==> src/rtl/spi_master.sv <==
// spi_master: single-clock SPI initiator, fixed-width MSB-first full-duplex.
// Ports: start/tx_data in; busy/done/rx_data out; sclk/cs/mosi out, miso in.
// Option: SPI_MASTER_LOOPBACK_EN adds loopback (sample mosi instead of miso).
module spi_master #(
  parameter logic CPOL                        = 1'b0,
  parameter logic CPHA                        = 1'b0,
  parameter logic CHIP_SELECT_ACTIVE_POLARITY = 1'b0,
  parameter int   TRANSFER_WIDTH              = 8,
  parameter int   CLK_DIV                     = 2
) (
  input  logic                      clk,
  input  logic                      rst,
  input  logic                      start,
  input  logic [TRANSFER_WIDTH-1:0] tx_data,
`ifdef SPI_MASTER_LOOPBACK_EN
  input  logic                      loopback,
`endif
  output logic                      busy,
  output logic                      done,
  output logic [TRANSFER_WIDTH-1:0] rx_data,
  output logic                      sclk,
  output logic                      cs,
  output logic                      mosi,
  input  logic                      miso
);

  localparam int W  = TRANSFER_WIDTH;
  localparam int DW = (CLK_DIV > 1) ? $clog2(CLK_DIV) : 1;
  localparam int EW = $clog2(2 * W + 1);
  localparam logic [DW-1:0] DIV_LAST  = DW'(CLK_DIV - 1);
  localparam logic [EW-1:0] EDGE_LAST = EW'(2 * W - 1);

  typedef enum logic [2:0] {
    IDLE,
    LEAD,
    SHIFT,
    TRAIL,
    GAP
  } state_t;

  state_t         state;
  state_t         state_nx;
  logic [DW-1:0]  div_cnt;
  logic [EW-1:0]  edge_cnt;
  logic [W-1:0]   tx_sr;
  logic [W-1:0]   rx_sr;
  logic           cs_act;
  logic           mosi_en;
  logic           tick;
  logic           accept;
  logic           lead;
  logic           edge_step;
  logic           sample_bit;

  assign tick      = (div_cnt == DIV_LAST);
  assign accept    = (state == IDLE) && start;
  assign lead      = ~edge_cnt[0];
  assign edge_step = tick && ((state == LEAD) || (state == SHIFT));
  assign busy      = (state != IDLE);
  assign cs        = cs_act ? CHIP_SELECT_ACTIVE_POLARITY
                            : ~CHIP_SELECT_ACTIVE_POLARITY;
  // CPHA=1 keeps mosi low until the first leading edge via mosi_en
  assign mosi      = cs_act & mosi_en & tx_sr[W-1];

`ifdef SPI_MASTER_LOOPBACK_EN
  logic lb_q;
  assign sample_bit = lb_q ? mosi : miso;
`else
  assign sample_bit = miso;
`endif

  always_ff @(posedge clk or negedge rst) begin
    if (!rst) state <= IDLE;
    else      state <= state_nx;
  end

  always_comb begin
    state_nx = state;
    unique case (state)
      IDLE:  if (start) state_nx = LEAD;
      LEAD:  if (tick) state_nx = SHIFT;
      SHIFT: if (tick && (edge_cnt == EDGE_LAST)) state_nx = TRAIL;
      TRAIL: if (tick) state_nx = GAP;
      GAP:   if (tick) state_nx = IDLE;
      default: state_nx = IDLE;
    endcase
  end

  always_ff @(posedge clk or negedge rst) begin
    if (!rst) begin
      div_cnt  <= '0;
      edge_cnt <= '0;
      tx_sr    <= '0;
      rx_sr    <= '0;
      rx_data  <= '0;
      done     <= 1'b0;
      sclk     <= CPOL;
      cs_act   <= 1'b0;
      mosi_en  <= 1'b0;
`ifdef SPI_MASTER_LOOPBACK_EN
      lb_q     <= 1'b0;
`endif
    end else begin
      done <= 1'b0;
      if (accept) begin
        tx_sr    <= tx_data;
        rx_sr    <= '0;
        div_cnt  <= '0;
        edge_cnt <= '0;
        sclk     <= CPOL;
        cs_act   <= 1'b1;
        mosi_en  <= ~CPHA;
`ifdef SPI_MASTER_LOOPBACK_EN
        lb_q     <= loopback;
`endif
      end else if (state != IDLE) begin
        div_cnt <= tick ? '0 : div_cnt + 1'b1;
        if (edge_step) begin
          sclk     <= ~sclk;
          edge_cnt <= edge_cnt + 1'b1;
          // sample edge: leading for CPHA=0, trailing for CPHA=1
          if (lead ^ CPHA)
            rx_sr <= {rx_sr[W-2:0], sample_bit};
          if (lead && CPHA) begin
            mosi_en <= 1'b1;
            if (edge_cnt != '0) tx_sr <= tx_sr << 1;
          end
          if (!lead && !CPHA)
            tx_sr <= tx_sr << 1;
        end
        if ((state == TRAIL) && tick) begin
          cs_act  <= 1'b0;
          mosi_en <= 1'b0;
          done    <= 1'b1;
          rx_data <= rx_sr;
        end
      end
    end
  end

endmodule

==> config.mk <==
export PLATFORM = sky130hd
export DESIGN_NAME = spi_master
export DESIGN_NICKNAME = d
export VERILOG_FILES = /design/src/rtl/spi_master.sv
export SDC_FILE = /design/constraint.sdc
export NUM_CORES = 1
export LEC_CHECK = 0
export ABC_AREA = 1
export CAP_MARGIN = 25
export CORE_MARGIN = 5
export CORE_UTILIZATION = 48
export DETAILED_ROUTE_END_ITERATION = 7
export GPL_TIMING_DRIVEN = 0
export PLACE_DENSITY = 0.75
export SYNTH_ARGS = -nofsm -noshare
export SYNTH_HDL_FRONTEND = slang
export SYNTH_SLANG_ARGS = --single-unit
export TNS_END_PERCENT = 20
==> constraint.sdc <==
create_clock -name clk -period 1.4 [get_ports clk]
set_input_delay 0.21 -clock clk [delete_from_list [all_inputs] [get_ports clk]]
set_output_delay 0.21 -clock clk [all_outputs]
set_load 0.01 [all_outputs]
==> After elaboration in Yosys (flattened, before gate mapping) <==
Index checks and enable logic that the tools add are counted.
{ "classes": {"addsub": 2, "multipliers": 0, "n_div": 0, "n_lt_le_gt_ge": 0, "n_eq_ne": 11, "shifts": 0, "muxes": 30, "bitwise": 3, "reduce_logical": 17} }
{ "op_table": {"columns": ["op", "count"], "rows": [
  ["$mux 8", 8],
  ["$mux 3", 5],
  ["$mux 5", 3],
  ["$pmux 3 s5", 1],
  ["$mux 1", 13],
  ["$reduce_and 3->1", 3],
  ["$ne 2x2->1 const B", 4],
  ["$reduce_bool 2->1", 4],
  ["$eq 3x2->1 const B", 2],
  ["$add 5x1->5 const B", 1],
  ["$eq 5x4->1 const B", 1],
  ["$reduce_and 5->1", 1],
  ["$logic_and 1x1->1", 4],
  ["$ne 2x1->1 const B", 2],
  ["$reduce_and 2->1", 2],
  ["$eq 3x1->1 const B", 1],
  ["$eq 3x3->1 const B", 1],
  ["$logic_not 3->1", 1],
  ["$reduce_bool 3->1", 1],
  ["$not 1->1", 2],
  ["$add 1x1->1 const B", 1],
  ["$and 1x1->1", 1],
  ["$logic_or 1x1->1", 1]
]} }
{ "word_totals": {"ff_bits": 36, "latchBits": 0, "ramBits": 0, "mem_bits_ro": 0, "inputBits": 12, "mem_count": 0} }

==> Depth between registers and ports, before layout <==
{ "logic_depth": {"ltp_word": 6, "ltp_mapped": 11, "mapped_depth_nobuf": 11} }

==> Worst setup path before layout <==
OpenSTA, ideal clock, no wires.
{ "synth_path": {"kind": "reg2reg", "start": "register edge_cnt[0]", "end": "register state[1]", "setup_ps": 117, "arrival_ps": 1246, "t_required_ps": 1283, "setup_slack_ps": 37, "stages_incl_launch_ff": 11, "path_buffers": 0, "period_less_slack_ps": 1363, "path_cell_list": "dfrtp_1 > ha_1 > nand2_1 > nor2_1 > ha_1 > nor2_1 > nand2_1 > nand2_1 > nand2_1 > nand3_1 > nand2_1"} }
{ "synth_via": {"elab_chain_len": 4} }
{ "synth_lines": {"columns": ["element", "line_no", "text"], "rows": [
  ["start: declaration", "44", "logic [EW-1:0] edge_cnt;"],
  ["start signal: assignment", "120", "edge_cnt <= edge_cnt + 1'b1;"],
  ["$eq 5x4->1", "82", "SHIFT: if (tick && (edge_cnt == EDGE_LAST)) state_nx = TRAIL;"],
  ["$logic_and 1x1->1", "82", null],
  ["$ne 2x1->1 (no source line)", null, null],
  ["$reduce_and 5->1 (no source line)", null, null],
  ["end signal: assignment", "74", "else state <= state_nx;"],
  ["end: declaration", "41", "state_t state;"]
]} }
No other way between the ends.
A chain may end at the register's enable or synchronous reset.

==> Final worst setup path <==
{ "layout_path": {"start": "register state[1]", "end": "output port busy"} }
{ "layout_via": {"elab_chain_len": 1} }
{ "layout_lines": {"columns": ["element", "line_no", "text"], "rows": [
  ["$reduce_bool 3->1", "59", "assign busy = (state != IDLE);"],
  ["end: declaration", "18", "output logic busy,"]
]} }
No other way between the ends.

==> impl_metrics.py <==
metrics = {
    "die": {
        "ios": 25,
        "die_y_um": 69.6,
        "initial_core_util": 0.503,
        "fp.dieW_um": 69.6,
        "die_area_um2": 4840,
        "rows": 21,
        "core_um2": 3390,
    },
    "run_status": {
        "outcome": "finished, violations left",
        "violations": "negative setup slack",
    },
    "place": {
        "placed_area_um2": 1990,
        "dpl.hpwl_um": 2460,
        "post-place-ws_ns": -0.136,
        "portBuffers": 23,
        "dp_cells": 280,
        "globalplace.congestion": 0.885,
    },
    "layout": {
        "n_antenna_cell": 0,
        "drive_gt1_frac": 0.187,
        "finalNetCount": 264,
        "final_area_um2": 2190,
        "syn2layout_area_growth_pct": 28.7,
        "fin_cells": 297,
    },
    "route": {
        "top_layer": "met4",
        "met3_length_um": 183,
        "routed_wl_um": 3770,
        "vias_per_cell": 5.05,
        "drt-met1-wl_um": 1720,
        "drt_iter0_drc": 91,
        "drt_pass1_iterations": 5,
        "antenna_left": 0,
        "route.detailed.drc": 0,
        "wl_met2_um": 1770,
        "vias": 1501,
        "post_drt_wl_per_cell_um": 12.7,
    },
    "clock_tree": {
        "path_clk_slew_ns": 0.12,
        "cts_buffers": 5,
        "clk_latency_ns": 0.35,
        "cts_root_buffer": "clkbuf_4",
        "cts_tree": "done",
        "htree_levels": 2,
        "clock_path_buffers": 2,
        "cts.sinks": 36,
    },
    "synth": {
        "synth.distinct_cells": 23,
        "synthesis.area_um2": 1710,
        "synth.top_cells.by_area": "dfrtp_1, nand2_1, nand3_1",
        "synth_seq_area_share": 0.528,
        "syn_avg_cell_area_um2": 8.08,
        "synthDominantCellAreaShare": 0.528,
        "synth_largest_area_cell": "dfrtp_1",
        "ys_ff_latch": 36,
        "ys_warn_count": 0,
        "synth_fp_nets": 225,
        "syn_inst": 211,
    },
    "timing": {
        "relSlewSlack": 0.489,
        "fin_crit_ns": 1.43,
        "worst_pin_slew_ns": 0.767,
        "finalMaxSlewViolations": 0,
        "skew_ns": 0.0136,
        "setup_viol_count_final": 1,
        "whs_ns": 0.221,
        "fmaxAchievable_mhz": 698,
        "rsz0062_at_grt": "true",
        "fin_ws_ns": -0.0322,
        "finalCritPeriodShare": 1.02,
        "finalHoldViolCount": 0,
    },
    "pwr": {
        "power.total_uw": 1860,
        "p_per_area_nw_per_um2": 847,
        "power_leakage_uw": 0.00122,
        "ir_worst_vdd_mv": 0.562,
    },
    "global_routing": {
        "grt-ovfl-total": 0,
        "antenna_found_initial": 0,
        "grt_pass1_wl_um": 6200,
        "grt_max_degree": 37,
        "grt_pass1_vias": 1440,
        "gr-usage-all-layers": 0.159,
    },
    "job": {
        "maxCapViolations": 0,
    },
    "critical_path": {
        "cp_data_arrival_time_ns": 1.22,
        "crit_type": "reg2out",
        "required_ns": 1.19,
        "crit_path_end_kind": "output port",
        "crit_path_max_fanout": 3,
        "critPathLaunchType": "flip-flop",
    },
    "worst_hold_path": {
        "hold_path_class": "in2reg",
    },
}
-- through the flow --
stage | util | setup TNS, ns
6_report | 0.647 | -0.0322
5_1_grt | 0.647 | -0.348
4_1_cts | 0.618 | -0.606
3_5_place_dp | 0.587 | -0.268
3_3_place_gp | 0.588 | -24.37
2_1_floorplan | - | 0
-- registers in the layout, indices dropped and copies added, names as in the netlist --
| register | cells |
|---|---|
| div_cnt | 1 |
| done | 1 |
| edge_cnt | 5 |
| mosi_en | 1 |
| rx_data | 8 |
| rx_sr | 8 |
| sclk | 1 |
| state | 3 |
| tx_sr | 8 |
-- power breakdown --
group / total [uW] / leakage, uW / internal (uW) / switching (uW)
clock: 731 / 0.0000422 / 374 / 357
sequential: 1060 / 0.000461 / 1050 / 5.88
combinational: 70.6 / 0.000717 / 33.2 / 37.4
-- final timing paths --
| path | startpoint | to | slack, ns | cells past startpoint |
|---|---|---|---|---|
| setup / recovery | state[1] | busy | -0.03 | 4 |
| hold / removal | start | tx_sr[0] | 0.22 | 3 |
| setup reg to reg | edge_cnt[1] | state[1] | 0.03 | 11 |
| hold reg to reg | rx_sr[2] | rx_data[2] | 0.48 | 2 |
| max in group asynchronous | rst | state[0] | 0.43 | 2 |
| min in group asynchronous | rst | state[2] | 0.45 | 2 |
-- cells in the final DEF, fill, tap and decap left out, types with 2 or more instances in the layout --
| cell | instances |
|---|---|
| a21oi_1 | 2 |
| buf_2 | 5 |
| buf_4 | 10 |
| buf_6 | 3 |
| clkbuf_4 | 5 |
| clkdlybuf4s50_1 | 9 |
| dfrtp_1 | 33 |
| dfrtp_2 | 3 |
| dlygate4sd2_1 | 11 |
| ha_2 | 2 |
| inv_1 | 13 |
| inv_2 | 2 |
| nand2_1 | 82 |
| nand2_2 | 6 |
| nand3_1 | 22 |
| nand4_1 | 9 |
| nor2_1 | 2 |
| nor2_2 | 3 |
| nor2_4 | 2 |
| o21ai_0 | 8 |
| o21ai_1 | 4 |
| xor2_1 | 2 |
-- critical path, stage by stage, from the launching register on --
cell	delay, ns
dfrtp_2	0.44
inv_2	0.10
buf_6	0.12
nand2_1	0.07
buf_2	0.15
-- layer usage --
metal,GRT usage,vias to the layer above
li1,-,754
met1,0.200,693
met2,0.251,46
met3,0.0348,8
met4,0.0933,0
met5,0,-
-- cell type report --
| cell class | instances | area (um2) |
|---|---|---|
| fill | 289 | 1190 |
| buffer | 7 | 56.3 |
| multi-input combinational | 151 | 751 |
| sequential | 36 | 905 |
| clock buffer | 6 | 41.3 |
| tap | 46 | 57.6 |
| timing repair buffer | 33 | 284 |
| clock inverter | 2 | 35.0 |
| inverter | 16 | 65.1 |
-- cell usage after synthesis --
master    number
a21oi_1        2
buf_2          4
buf_4          3
clkbuf_1       1
clkinv_2       1
dfrtp_1       36
ha_1           2
inv_1         13
inv_2          2
mux2i_1        1
nand2_1       88
nand2_2        1
nand3_1       22
nand4_1        9
nand4_2        2
nor2_1         6
nor2_2         1
nor3_1         1
o21ai_0        8
o21ai_1        4
or2_0          1
or2_1          1
xor2_1         2
-- kinds of logic after synthesis --
family          share of synthesized area
xor+xnor                           0.0103
compound gates                     0.0411
fa+ha+maj                          0.0147
simple gates                        0.337
buf+inv                            0.0631
mux                               0.00587
flops                               0.528
-- timing repair --
item                                   CTS  global route
endpoints found under the hold margin   36             0
resized for setup                       19            23
pin swaps                                0             7
cloned                                   0             0
hold buffers                             1             0
buffers inserted                         3             6
setup endpoints to repair               26            36
Note: power is estimated with default switching activity, not from simulation.
